<file path="config.mk">
export PLATFORM = sky130hd
export DESIGN_NAME = sid_bus_responder
export DESIGN_NICKNAME = d
export VERILOG_FILES = /design/src/rtl/sid_bus_responder.sv
export SDC_FILE = /design/constraint.sdc
export NUM_CORES = 1
export LEC_CHECK = 0
export CORE_MARGIN = 2
export CORE_UTILIZATION = 30
export CTS_BUF_LIST = sky130_fd_sc_hd__clkbuf_16
export DETAILED_ROUTE_END_ITERATION = 12
export SKIP_CTS_REPAIR_TIMING = 1
export SLEW_MARGIN = 20
export SYNTH_ARGS = -nofsm -noshare
export SYNTH_HDL_FRONTEND = slang
export SYNTH_SLANG_ARGS = --single-unit
export TNS_END_PERCENT = 1
</file>
<file path="constraint.sdc">
create_clock -name clk -period 2.6 [get_ports clk]
set_input_delay 0.52 -clock clk [delete_from_list [all_inputs] [get_ports clk]]
set_output_delay 0.52 -clock clk [all_outputs]
set_load 0.05 [all_outputs]
</file>
<file path="src/rtl/sid_bus_responder.sv">
// SID register-bus target: synchronises the async bus, shadows writes,
// answers reads, reports 25-register frames and bus inactivity.
//
// Ports:
//   clk, rst            system clock, synchronous active-high reset
//   phi2, cs_n, rw,     async SID bus (phi2 clock, select, direction,
//   addr, data_in,      address, write data, bus reset)
//   sid_rst_n
//   data_out, data_oe   read data and its drive enable
//   rd_addr, rd_data    debug shadow readback (combinational)
//   wr_strobe, wr_addr, wr_data   captured-write report
//   frame_done, frame_ok, frame_cnt   frame completion report
//   bus_idle            no phi2 edge for TIMEOUT_CYC cycles
module sid_bus_responder #(
  parameter logic [7:0] POT_VAL = 8'h80,
  parameter int TIMEOUT_CYC = 4096
) (
  input  logic        clk,
  input  logic        rst,
  input  logic        phi2,
  input  logic        cs_n,
  input  logic        rw,
  input  logic [4:0]  addr,
  input  logic [7:0]  data_in,
  input  logic        sid_rst_n,
  output logic [7:0]  data_out,
  output logic        data_oe,
  input  logic [4:0]  rd_addr,
  output logic [7:0]  rd_data,
  output logic        wr_strobe,
  output logic [4:0]  wr_addr,
  output logic [7:0]  wr_data,
  output logic        frame_done,
  output logic        frame_ok,
  output logic [15:0] frame_cnt,
  output logic        bus_idle
);

  localparam int TW = $clog2(TIMEOUT_CYC + 1);
  localparam logic [TW-1:0] TMAX = TW'(TIMEOUT_CYC);
  localparam logic [16:0] SYNC_RST = {1'b1, 1'b0, 1'b1, 1'b1, 5'd0, 8'd0};

  typedef enum logic [1:0] {
    S_LOW,
    S_HIGH_IDLE,
    S_HIGH_WR,
    S_HIGH_RD
  } state_t;

  logic [16:0] sync0, sync1;
  logic        srst_s, phi2_s, cs_s, rw_s;
  logic [4:0]  addr_s;
  logic [7:0]  data_s;
  logic        phi2_d, rise, fall, commit;
  state_t      state_q, state_d;
  logic [7:0]  shadow [0:24];
  logic [24:0] mask;
  logic [TW-1:0] tcnt;
  logic [7:0]  rd_val;

  always_ff @(posedge clk) begin
    if (rst) begin
      sync0  <= SYNC_RST;
      sync1  <= SYNC_RST;
      phi2_d <= 1'b0;
    end else begin
      sync0  <= {sid_rst_n, phi2, cs_n, rw, addr, data_in};
      sync1  <= sync0;
      phi2_d <= phi2_s;
    end
  end

  assign {srst_s, phi2_s, cs_s, rw_s, addr_s, data_s} = sync1;
  assign rise = phi2_s & ~phi2_d;
  assign fall = ~phi2_s & phi2_d;

  always_ff @(posedge clk) begin
    if (rst) state_q <= S_LOW;
    else     state_q <= state_d;
  end

  always_comb begin
    state_d = state_q;
    unique case (state_q)
      S_LOW: begin
        if (rise) begin
          if (cs_s)      state_d = S_HIGH_IDLE;
          else if (rw_s) state_d = S_HIGH_RD;
          else           state_d = S_HIGH_WR;
        end
      end
      default: begin
        if (fall) state_d = S_LOW;
      end
    endcase
    if (!srst_s) state_d = S_LOW;
  end

  assign commit = fall & (state_q == S_HIGH_WR) & ~cs_s & srst_s;

  // Regs 0..24 read back from the shadow so the bench can see writes.
  always_comb begin
    rd_val = 8'hFF;
    if (addr_s <= 5'd24)                      rd_val = shadow[addr_s];
    else if (addr_s == 5'd25 || addr_s == 5'd26) rd_val = POT_VAL;
    else if (addr_s == 5'd27 || addr_s == 5'd28) rd_val = 8'h00;
  end

  // Drive is released combinationally in the cycle the fall is seen.
  assign data_oe  = (state_q == S_HIGH_RD) & ~fall & srst_s;
  assign data_out = data_oe ? rd_val : 8'h00;
  assign rd_data  = (rd_addr <= 5'd24) ? shadow[rd_addr] : 8'h00;

  always_ff @(posedge clk) begin
    if (rst || !srst_s) begin
      for (int i = 0; i < 25; i++) shadow[i] <= 8'h00;
      mask <= '0;
    end else if (commit && addr_s <= 5'd24) begin
      shadow[addr_s] <= data_s;
      if (addr_s == 5'd24) mask <= '0;
      else                 mask[addr_s] <= 1'b1;
    end
  end

  always_ff @(posedge clk) begin
    if (rst) begin
      wr_strobe  <= 1'b0;
      wr_addr    <= 5'd0;
      wr_data    <= 8'h00;
      frame_done <= 1'b0;
      frame_ok   <= 1'b0;
      frame_cnt  <= 16'd0;
    end else begin
      wr_strobe  <= commit;
      frame_done <= commit && addr_s == 5'd24;
      if (commit) begin
        wr_addr <= addr_s;
        wr_data <= data_s;
      end
      if (commit && addr_s == 5'd24) begin
        frame_ok  <= &(mask | (25'd1 << 24));
        frame_cnt <= frame_cnt + 16'd1;
      end
    end
  end

  always_ff @(posedge clk) begin
    if (rst)               tcnt <= '0;
    else if (rise || fall) tcnt <= '0;
    else if (tcnt != TMAX) tcnt <= tcnt + 1'b1;
  end

  assign bus_idle = (tcnt == TMAX);

endmodule
</file>
==> reports/results.txt, run 1 <==
simple logic cell fraction of the synthesized area: 0.164
largest net degree at the start of global routing: 65
data arrival at the endpoint of the critical path: 2.85 ns
number of slew-limit violations in the final report: 0
violations in the final reports: setup timing
via count of the first global-routing pass: 12100
post-route cell area: 21700 um2
clock latency on the worst-skew pair: 0.57 ns
clock tree from TritonCTS: built
headroom to the max-slew limit: 0.556
core region area: 56400 um2
highest ir drop seen on vdd: 0.480 mV
number of buffers created by CTS: 41
highest routing layer actually used: met4
clock sink count: 362
Register-to-Register Path Depth: 8
power density over the cells: 632 nW/um2
post-route worst hold slack: 0.251 ns
non-filler cells, final: 2374
syn avg cell area: 12.7 um2
proportion of synthesized area in mux cells: 0.164
CP Launch Type: flip-flop
asr flop ratio synth: 0
met3 wirelength from detailed routing: 5210 um
Setup violations, final: 16
cell with the biggest individual delay on the critical path: sky130_fd_sc_hd__a222oi_1
DR pass1 iterations: 5
DIE HEIGHT: 243 um
wire length of the first global-routing pass: 75200 um
area share of the largest cell type after synthesis: 0.448
outcome: complete, but fails checks
most frequently used flop master after synthesis: sky130_fd_sc_hd__edfxtp_1
clock transition at the registers of the reported paths: 0.05 ns
global routing usage summed across all routing layers: 0.169
Ant. Diodes: 0
worst hold path type: primary input to flip-flop
area of the die: 59100 um2
Static Leak: 7.94 nW
Yosys warning count: 0
Critical Path, Cell by Cell: buf_12 > buf_12 > mux4_2 > a222oi_1 > a31oi_4 > buf_12
gr ovfl total: 0
count of cells along the worst hold path: 2
crit path time final: 3.37 ns
main combinational cell family by area after synthesis: multiplexers
Initial Utilization: 0.304
part of the Yosys area used for sequential elements: 0.572
highest achievable clock rate: 0.297 GHz
Cell variety after synth: 58
Worst Setup End Kind: output port
path type of the worst setup path: flip-flop to output port
max-capacitance violation count: 0
netlist area before placement: 17100 um2
slack of the critical path: -0.773 ns
fraction of the mapped netlist area in adder cells: 0.00365
hpwl dp: 37500 um
count of routing violations after the opening detailed-route iteration: 1072
most prevalent standard cell on the critical path: sky130_fd_sc_hd__buf_12
delay of the slowest critical-path stage: 0.56 ns
post-place setup slack: -0.398 ns
number of register bits inferred by synthesis: 362
number of vias in the routed layout: 12000
count of unresolved DRC violations after routing: 0
setup repair after global routing missed its margin: true
final hold viol count: 0
critical-path maximum fanout: 7
overall die width: 243 um
library cell used as clock root buffer: sky130_fd_sc_hd__clkbuf_16
Compound-Gate Fraction of Synth Area: 0.0542
Synth area leader: sky130_fd_sc_hd__edfxtp_1
buffers from clock root to sink, at most: 3
final weighted congestion in routability-driven placement: 0.906
Post-Place Cell Area: 20100 um2
Top-Level Pins: 74
most frequent cell after synthesis: sky130_fd_sc_hd__edfxtp_1
Worst Clk Skew: 0.0168 ns
number of placed instances with taps included: 2294
number of enable-type register cells in the synthesized netlist: 256
count of port buffers added during placement: 73
proportion of layout cells with a drive suffix above 1: 0.240
share of the clock period used by the worst path after layout: 1.30
sum of met2 wire segment lengths after detailed routing: 22400 um
Avg Vias per Cell: 5.03
routed wire length per instance: 21.3 um
initial antenna violation count: 1
number of nets in the layout: 1616
relative area change from synthesis to final layout: 26.9%
most numerous cell types in the synthesized netlist: sky130_fd_sc_hd__edfxtp_1, sky130_fd_sc_hd__and2_1, sky130_fd_sc_hd__dfxtp_1, sky130_fd_sc_hd__nor2_1, sky130_fd_sc_hd__mux2i_1
Clock H-tree levels: 2
detailed-routing wirelength on met1: 21800 um
transition time at the pin with the least slew margin: 0.667 ns
number of rows created at floorplan: 87
critical path data required time: 2.08 ns
synth top area cells: sky130_fd_sc_hd__edfxtp_1, sky130_fd_sc_hd__dfxtp_1, sky130_fd_sc_hd__mux4_2
Post-Route WL: 50700 um
Routed Antenna Nets: 0
Gate Count Post-Synth: 1345
post-synthesis xor/xnor area fraction: 0.0133
## layout by cell type, fill, tap and decap left out, drive strengths merged, types with 4 or more instances in the layout
master,instances
nor3,6
or2,11
nand2,77
mux4,81
mux2,10
conb,56
or3,4
bufinv,5
xnor2,10
a22oi,24
dfxtp,106
nor4,6
clkdlybuf4s50,52
a21oi,52
nor2b,37
buf,183
nand4,11
o21ai,43
nor2,105
nand3,34
and2,195
nor4b,4
xor2,16
o21a,4
clkbuf,44
and3,17
mux2i,84
nand2b,7
a31oi,7
edfxtp,256
inv,24
clkinv,10
ha,5
## routing by layer
| layer | up-vias | GRT usage |
|---|---|---|
| li1 | 5367 | - |
| met4 | 0 | 0.0466 |
| met3 | 87 | 0.0506 |
| met5 | - | 0 |
| met2 | 523 | 0.261 |
| met1 | 5976 | 0.231 |
## sequential cells by signal (all words and copies together), names as in the netlist
| register | cells |
|---|---|
| frame_cnt | 16 |
| frame_done | 1 |
| frame_ok | 1 |
| mask | 24 |
| phi2_d | 1 |
| shadow | 256 |
| state_q | 2 |
| sync0 | 17 |
| sync1 | 17 |
| tcnt | 13 |
| wr_addr | 5 |
| wr_data | 8 |
| wr_strobe | 1 |
## report_power, final
part / switching [W] / internal, W
registers: 0.000155 / 0.00640
clock network: 0.00235 / 0.00356
logic: 0.000688 / 0.000599
total: 0.00319 / 0.0106
## cells by family after synthesis
family                     after synthesis
other                                    1
xor gates and xnor gates                26
muxes                                  175
buffers and inverters                  103
and+or+nand+nor                        519
AOI/OAI and AO/OA                      154
adders and majority gates                5
DFF                                    362
## per-stage QoR
stage / power, W / setup TNS, ns / util
final: 0.0137 / -8.03 / 0.386
after global routing: 0.0142 / -9.04 / 0.386
after CTS: 0.0138 / -9.87 / 0.382
after detailed placement: 0.00789 / -4.30 / 0.357
after global placement: 0.00787 / -4.02 / 0.357
after floorplan: 0.00729 / -0.920 / -
## final cells by class
cell class                      count  area, um2
Sequential cell                   362       9820
Fill cell                        5428      34600
Multi-Input combinational cell    935       7290
Timing Repair Buffer              235       2260
Tap cell                          756        946
Clock inverter                     30        279
Inverter                           12       47.5
Clock buffer                       44       1100
## worst max-delay path, delay by kind of cell, from the launching register on
family          cells  cell delay (ns)
buf+inv             3             0.47
compound gates      2             0.82
flops               1             0.47
mux                 1             0.53
## path summary, 6_finish.rpt
kind / to / from / slack [ns]
worst max register to register: shadow[12][0] / sync1[15] / 0.14
worst min-delay path: frame_ok / rst / 0.25
worst min register to register: sync1[13] / sync0[13] / 0.41
worst max-delay path: data_out[6] / sync1[8] / -0.77
Power figures use the tool's default switching activity.
==> inputs of run 2 (changes only) <==
- GPL_TIMING_DRIVEN: default -> 0
==> run 2 against run 1 <==
- the flow still finishes with violations (setup timing)
- highest routed layer unchanged
- final cell count decreased by 1.2%
- flip-flop and latch count unchanged
- clock power decreased by 4.9%
- register-to-register slack got worse by 0.21 ns
==> reports/results.txt, run 2 (same netlist as run 1, synthesis figures left out) <==
count of unresolved DRC violations after routing: 0 (unchanged)
routed wire length per instance: 23.7 um (was 21.3 um)
worst r2r src: sync1[15] (unchanged)
Initial Utilization: 0.304 (unchanged)
number of vias in the routed layout: 12200 (was 12000)
slack of the critical path: -0.819 ns (was -0.773 ns)
initial antenna violation count: 0 (was 1)
post-place setup slack: -1.88 ns (was -0.398 ns)
number of nets in the layout: 1589 (was 1616)
largest registers: shadow: 256 flops, mask: 24 flops (unchanged)
crit path time final: 3.42 ns (was 3.37 ns)
Post-Route WL: 55700 um (was 50700 um)
most used cells in the layout excluding fill and tap cells: sky130_fd_sc_hd__edfxtp_1, sky130_fd_sc_hd__and2_1, sky130_fd_sc_hd__dfxtp_1 (was sky130_fd_sc_hd__edfxtp_1, sky130_fd_sc_hd__and2_1, sky130_fd_sc_hd__buf_4)
count of cells along the worst hold path: 1 (was 2)
area of the die: 59100 um2 (unchanged)
power density over the cells: 628 nW/um2 (was 632 nW/um2)
max-capacitance violation count: 0 (unchanged)
library cell used as clock root buffer: sky130_fd_sc_hd__clkbuf_16 (unchanged)
data arrival at the endpoint of the critical path: 2.90 ns (was 2.85 ns)
count of routing violations after the opening detailed-route iteration: 1293 (was 1072)
via count of the first global-routing pass: 12100 (about the same)
Avg Vias per Cell: 5.20 (was 5.03)
number of buffers created by CTS: 41 (unchanged)
count of port buffers added during placement: 68 (was 73)
flip-flop count of the largest register after layout: 256 (unchanged)
clock tree from TritonCTS: built (unchanged)
core region area: 56400 um2 (unchanged)
overall die width: 243 um (unchanged)
number of rows created at floorplan: 87 (unchanged)
global routing usage summed across all routing layers: 0.183 (was 0.169)
worst hold path type: flip-flop to flip-flop (was primary input to flip-flop)
Worst Setup End Kind: output port (unchanged)
Critical Path, Cell by Cell: buf_12 > buf_16 > mux4_2 > mux2i_2 > nor2_2 > a311oi_4 > a21oi_4 > buf_6 (was buf_12 > buf_12 > mux4_2 > a222oi_1 > a31oi_4 > buf_12)
Top-Level Pins: 74 (unchanged)
clock sink count: 362 (unchanged)
number of slew-limit violations in the final report: 0 (unchanged)
gr ovfl total: 0 (unchanged)
HP Start: sync0[13] (was rst)
Hold Path End: sync1[13] (was frame_ok)
outcome: complete, but fails checks (unchanged)
Routed Antenna Nets: 0 (unchanged)
transition time at the pin with the least slew margin: 0.850 ns (was 0.667 ns)
critical-path maximum fanout: 8 (was 7)
register bank with the most flops: shadow (unchanged)
count of filler cells inserted in the layout: 5523 (was 5428)
Setup violations, final: 30 (was 16)
CP Launch Type: flip-flop (unchanged)
clock transition at the registers of the reported paths: 0.06 ns (was 0.05 ns)
number of placed instances with taps included: 2244 (was 2294)
violations in the final reports: setup timing (unchanged)
setup repair after global routing missed its margin: true (unchanged)
DIE HEIGHT: 243 um (unchanged)
Worst R2R Setup Slack: -0.07 ns (was 0.14 ns)
share of the clock period used by the worst path after layout: 1.32 (was 1.30)
most common library cell in the layout ignoring fill and taps: sky130_fd_sc_hd__edfxtp_1 (unchanged)
critical path data required time: 2.08 ns (about the same)
highest achievable clock rate: 0.292 GHz (was 0.297 GHz)
Static Leak: 7.63 nW (was 7.94 nW)
Register-to-Register Path Depth: 9 (was 8)
DR pass1 iterations: 5 (unchanged)
buffers from clock root to sink, at most: 3 (unchanged)
Worst Clk Skew: 0.0167 ns (was 0.0168 ns)
Clock H-tree levels: 2 (unchanged)
headroom to the max-slew limit: 0.429 (was 0.556)
final hold viol count: 0 (unchanged)
delay of the slowest critical-path stage: 0.52 ns (was 0.56 ns)
cell with the biggest individual delay on the critical path: sky130_fd_sc_hd__mux4_2 (was sky130_fd_sc_hd__a222oi_1)
highest ir drop seen on vdd: 0.482 mV (was 0.480 mV)
hpwl dp: 39900 um (was 37500 um)
proportion of layout cells with a drive suffix above 1: 0.217 (was 0.240)
largest net degree at the start of global routing: 18 (was 65)
Critical R2R Capture: shadow[15][3] (was shadow[12][0])
final weighted congestion in routability-driven placement: 0.931 (was 0.906)
clock latency on the worst-skew pair: 0.56 ns (was 0.57 ns)
non-filler cells, final: 2345 (was 2374)
path type of the worst setup path: flip-flop to output port (unchanged)
wire length of the first global-routing pass: 79400 um (was 75200 um)
relative area change from synthesis to final layout: 24.6% (was 26.9%)
-- run 2: cell count changes in the layout (fill, tap and decap cells not counted), moves of 7 or more --
cell / delta
sky130_fd_sc_hd__buf_12: -20
sky130_fd_sc_hd__buf_2: +9
sky130_fd_sc_hd__buf_4: -95
sky130_fd_sc_hd__buf_6: +7
sky130_fd_sc_hd__clkbuf_1: +38
sky130_fd_sc_hd__clkbuf_4: +18
sky130_fd_sc_hd__mux2_2: +8
sky130_fd_sc_hd__mux2_4: -8
sky130_fd_sc_hd__nor2_1: -10
sky130_fd_sc_hd__nor2_2: +8
sky130_fd_sc_hd__o21ai_0: -22
sky130_fd_sc_hd__o21ai_2: +16
-- run 2: worst max-delay path: cells and delay by family (launching register included) --
kind	cells	cell delay, ns
buffers and inverters	3	0.51
multiplexers	2	0.73
AO/OA/AOI/OAI	2	0.58
flip-flops	1	0.39
AND/OR/NAND/NOR	1	0.10
-- run 2: worst max-delay path by stage --
| stage | startpoint | end | cells after the start |
|---|---|---|---|
| 6_report | sync1[8] | data_out[5] | 8 |
| 5_1_grt | sync1[9] | data_out[1] | 8 |
| 4_1_cts | sync1[9] | data_out[3] | 9 |
| 3_5_place_dp | sync1[9] | data_out[3] | 9 |
| 3_3_place_gp | sync1[9] | data_out[3] | 9 |
| 2_1_floorplan | rd_addr[2] | rd_data[0] | 5 |
-- run 2: stage by stage --
step / TNS, ns / area (um2) / utilization / hold slack (ns) / power, W
finish: -10.93 / 21400 / 0.379 / 0.407 / 0.0134
global route: -17.07 / 21400 / 0.379 / 0.417 / 0.0138
CTS: -128.15 / 20500 / 0.364 / 0.406 / 0.0133
detailed placement: -115.00 / 19200 / 0.341 / 0.393 / 0.00778
global placement: -235.49 / 19100 / 0.338 / 0.394 / 0.00773
floorplan: -0.920 / 17400 / - / 0.389 / 0.00729
-- run 2: per-layer routing --
metal / GRT usage / wire length, um / up-vias / share of wire
met5: 0 / 0 / - / 0
met4: 0.0781 / 2570 / 0 / 0.046
met3: 0.0421 / 5080 / 142 / 0.091
met2: 0.294 / 25900 / 696 / 0.46
met1: 0.237 / 22100 / 6030 / 0.40
li1: - / - / 5322 / -
-- run 2: layout make-up --
type | count | area [um2] | area share
Sequential cell | 362 | 9820 | 0.460
Clock buffer | 41 | 1030 | 0.0480
Timing Repair Buffer | 120 | 1120 | 0.0524
Multi-Input combinational cell | 935 | 7460 | 0.349
Tap cell | 756 | 946 | 0.0443
Inverter | 12 | 48.8 | 0.00228
Buffer | 88 | 679 | 0.0318
Clock inverter | 30 | 255 | 0.0120
Antenna cell | 1 | 2.50 | 0.000117
-- run 2: power by group --
part	switching, W	internal, W
registers	0.000145	0.00640
logic	0.000751	0.000515
clock network	0.00235	0.00327
total	0.00324	0.0102
==> inputs of run 3 (changes only) <==
- CORE_ASPECT_RATIO: default -> 1.5
==> run 3 against run 2 <==
- hold slack about the same
- highest routed layer is now met5
- critical path depth unchanged
- clock power decreased by 11%
- the flow still finishes with violations (setup timing)
- critical path type unchanged
- largest power group unchanged
- flip-flop and latch count unchanged
==> reports/results.txt, run 3 (same netlist as run 1, synthesis figures left out) <==
setup repair after global routing missed its margin: true (unchanged)
DIE HEIGHT: 297 um (was 243 um)
Post-Place Cell Area: 19200 um2 (about the same)
clock share of power: 0.388 (was 0.418)
highest achievable clock rate: 0.305 GHz (was 0.292 GHz)
most common library cell in the layout ignoring fill and taps: sky130_fd_sc_hd__edfxtp_1 (unchanged)
worst hold path type: flip-flop to flip-flop (unchanged)
post-place setup slack: -2.05 ns (was -1.88 ns)
critical path data required time: 2.08 ns (about the same)
count of cells along the worst hold path: 1 (unchanged)
delay of the slowest critical-path stage: 0.49 ns (was 0.52 ns)
relative area change from synthesis to final layout: 23.9% (was 24.6%)
most used cells in the layout excluding fill and tap cells: sky130_fd_sc_hd__edfxtp_1, sky130_fd_sc_hd__and2_1, sky130_fd_sc_hd__dfxtp_1 (unchanged)
data arrival at the endpoint of the critical path: 2.76 ns (was 2.90 ns)
global routing usage summed across all routing layers: 0.193 (was 0.183)
clock transition at the registers of the reported paths: 0.07 ns (was 0.06 ns)
number of nets in the layout: 1577 (was 1589)
cell internal power dissipation: 0.00964 W (was 0.0102 W)
count of routing violations after the opening detailed-route iteration: 1042 (was 1293)
clock latency on the worst-skew pair: 0.54 ns (was 0.56 ns)
Routed Antenna Nets: 0 (unchanged)
hpwl dp: 43500 um (was 39900 um)
largest net degree at the start of global routing: 18 (unchanged)
Register-to-Register Path Depth: 8 (was 9)
final hold viol count: 0 (unchanged)
number of rows created at floorplan: 107 (was 87)
transition time at the pin with the least slew margin: 0.890 ns (was 0.850 ns)
share of the clock period used by the worst path after layout: 1.26 (was 1.32)
clock sink count: 362 (unchanged)
count of port buffers added during placement: 68 (unchanged)
max-capacitance violation count: 0 (unchanged)
overall die width: 199 um (was 243 um)
Setup violations, final: 49 (was 30)
Critical Path, Cell by Cell: buf_12 > buf_16 > mux4_2 > mux2i_1 > nor2_2 > a311oi_2 > a21oi_4 > buf_4 (was buf_12 > buf_16 > mux4_2 > mux2i_2 > nor2_2 > a311oi_4 > a21oi_4 > buf_6)
Worst Clk Skew: 0.0187 ns (was 0.0167 ns)
flip-flop count of the largest register after layout: 256 (unchanged)
wire length of the first global-routing pass: 82000 um (was 79400 um)
violations in the final reports: setup timing (unchanged)
CP Launch Type: flip-flop (unchanged)
Critical R2R Capture: shadow[23][4] (was shadow[15][3])
library cell used as clock root buffer: sky130_fd_sc_hd__clkbuf_16 (unchanged)
final weighted congestion in routability-driven placement: 0.932 (was 0.931)
count of unresolved DRC violations after routing: 0 (unchanged)
number of vias in the routed layout: 12000 (was 12200)
register bank with the most flops: shadow (unchanged)
portion of total power attributed to combinational logic: 0.102 (was 0.094)
number of slew-limit violations in the final report: 0 (unchanged)
outcome: complete, but fails checks (unchanged)
gr ovfl total: 0 (unchanged)
Hold Path End: sync1[13] (unchanged)
buffers from clock root to sink, at most: 3 (unchanged)
Initial Utilization: 0.303 (was 0.304)
Static Leak: 7.49 nW (was 7.63 nW)
Avg Vias per Cell: 5.15 (was 5.20)
Worst Setup End Kind: output port (unchanged)
net switching power: 0.00318 W (was 0.00324 W)
CP top delay family: multiplexers (unchanged)
count of filler cells inserted in the layout: 5455 (was 5523)
largest registers: shadow: 256 flops, mask: 24 flops (unchanged)
Clock H-tree levels: 2 (unchanged)
number of buffers created by CTS: 34 (was 41)
area of the die: 59100 um2 (about the same)
clock tree from TritonCTS: built (unchanged)
headroom to the max-slew limit: 0.406 (was 0.429)
path type of the worst setup path: flip-flop to output port (unchanged)
Worst R2R Setup Slack: -0.18 ns (was -0.07 ns)
highest ir drop seen on vdd: 0.406 mV (was 0.482 mV)
power density over the cells: 604 nW/um2 (was 628 nW/um2)
initial antenna violation count: 1 (was 0)
worst r2r src: sync1[15] (unchanged)
Top-Level Pins: 74 (unchanged)
post-route cell area: 21200 um2 (was 21400 um2)
overall power after layout: 0.0128 W (was 0.0134 W)
crit path time final: 3.28 ns (was 3.42 ns)
cell with the biggest individual delay on the critical path: sky130_fd_sc_hd__mux4_2 (unchanged)
Post-Route WL: 58200 um (was 55700 um)
proportion of layout cells with a drive suffix above 1: 0.222 (was 0.217)
critical-path maximum fanout: 8 (unchanged)
count of buffer and inverter cells on the critical path: 3 (unchanged)
Ant. Diodes: 0 (was 1)
routed wire length per instance: 24.9 um (was 23.7 um)
net switching fraction of the power: 0.248 (was 0.241)
HP Start: sync0[13] (unchanged)
slack of the critical path: -0.680 ns (was -0.819 ns)
Seq pwr share: 0.510 (was 0.488)
via count of the first global-routing pass: 12300 (was 12100)
DR pass1 iterations: 6 (was 5)
core region area: 56600 um2 (was 56400 um2)
run 3: changes by cell type in the layout (fill, tap and decap cells not counted), moves of 5 or more:
cell                             previous run  this run
sky130_fd_sc_hd__nor2_2                    17        12
sky130_fd_sc_hd__dlymetal6s2s_1             5         0
sky130_fd_sc_hd__buf_4                     51        40
sky130_fd_sc_hd__buf_12                     7        13
run 3: worst register-to-register path, stage by stage, from the launching register on:
cell                      delay [ns]
sky130_fd_sc_hd__dfxtp_1        0.32
sky130_fd_sc_hd__inv_1          0.07
sky130_fd_sc_hd__ha_1           0.14
sky130_fd_sc_hd__inv_1          0.11
sky130_fd_sc_hd__or2_1          0.26
sky130_fd_sc_hd__buf_6          0.15
sky130_fd_sc_hd__nor2_1         0.17
sky130_fd_sc_hd__nand3_1        0.38
sky130_fd_sc_hd__o21ai_2        0.78
run 3: through the flow:
| stage | utilization | hold slack [ns] | std cells | setup TNS (ns) |
|---|---|---|---|---|
| 2_1_floorplan | - | 0.389 | 1400 | -0.920 |
| 6_report | 0.375 | 0.406 | 2335 | -11.54 |
| 5_1_grt | 0.375 | 0.431 | 2335 | -19.75 |
| 4_1_cts | 0.357 | 0.409 | 2301 | -139.45 |
| 3_5_place_dp | 0.338 | 0.394 | 2241 | -149.53 |
| 3_3_place_gp | 0.337 | 0.392 | 2231 | -230.41 |
run 3: area by class of cell:
class	instances	area, um2	share of cell area
clock inverters	24	175	0.00825
repair buffers	116	1150	0.0540
inverters	12	48.8	0.00230
plain buffers	87	703	0.0331
flip-flops and latches	362	9820	0.462
well taps	763	955	0.0450
multi-input cells	935	7490	0.353
clock buffers	36	901	0.0424
run 3: worst max path at each step:
stage	endpoint	cells after the start	slack (ns)	start
2_1_floorplan	rd_data[0]	5	-0.12	rd_addr[2]
3_3_place_gp	data_out[0]	10	-2.01	sync1[8]
3_5_place_dp	data_out[0]	10	-2.05	sync1[8]
4_1_cts	data_out[0]	10	-2.61	sync1[8]
5_1_grt	data_out[1]	9	-0.69	sync1[9]
6_report	data_out[5]	8	-0.68	sync1[8]
run 3: per-layer routing:
layer / track usage / up-vias / routed length (um) / share of wire
met5: 0 / - / 9 / 0.00015
met4: 0.150 / 2 / 5130 / 0.088
met3: 0.0285 / 217 / 3380 / 0.058
met2: 0.345 / 585 / 30200 / 0.52
met1: 0.200 / 5937 / 19400 / 0.33
li1: - / 5289 / - / -
run 3: power by group through the flow:
stage	registers, W	clock network (W)	logic (W)
6_report	0.00654	0.00498	0.00130
4_1_cts	0.00653	0.00502	0.00114
2_1_floorplan	0.00659	0	0.000704
3_5_place_dp	0.00666	0	0.00114
3_3_place_gp	0.00665	0	0.00111
5_1_grt	0.00656	0.00522	0.00135
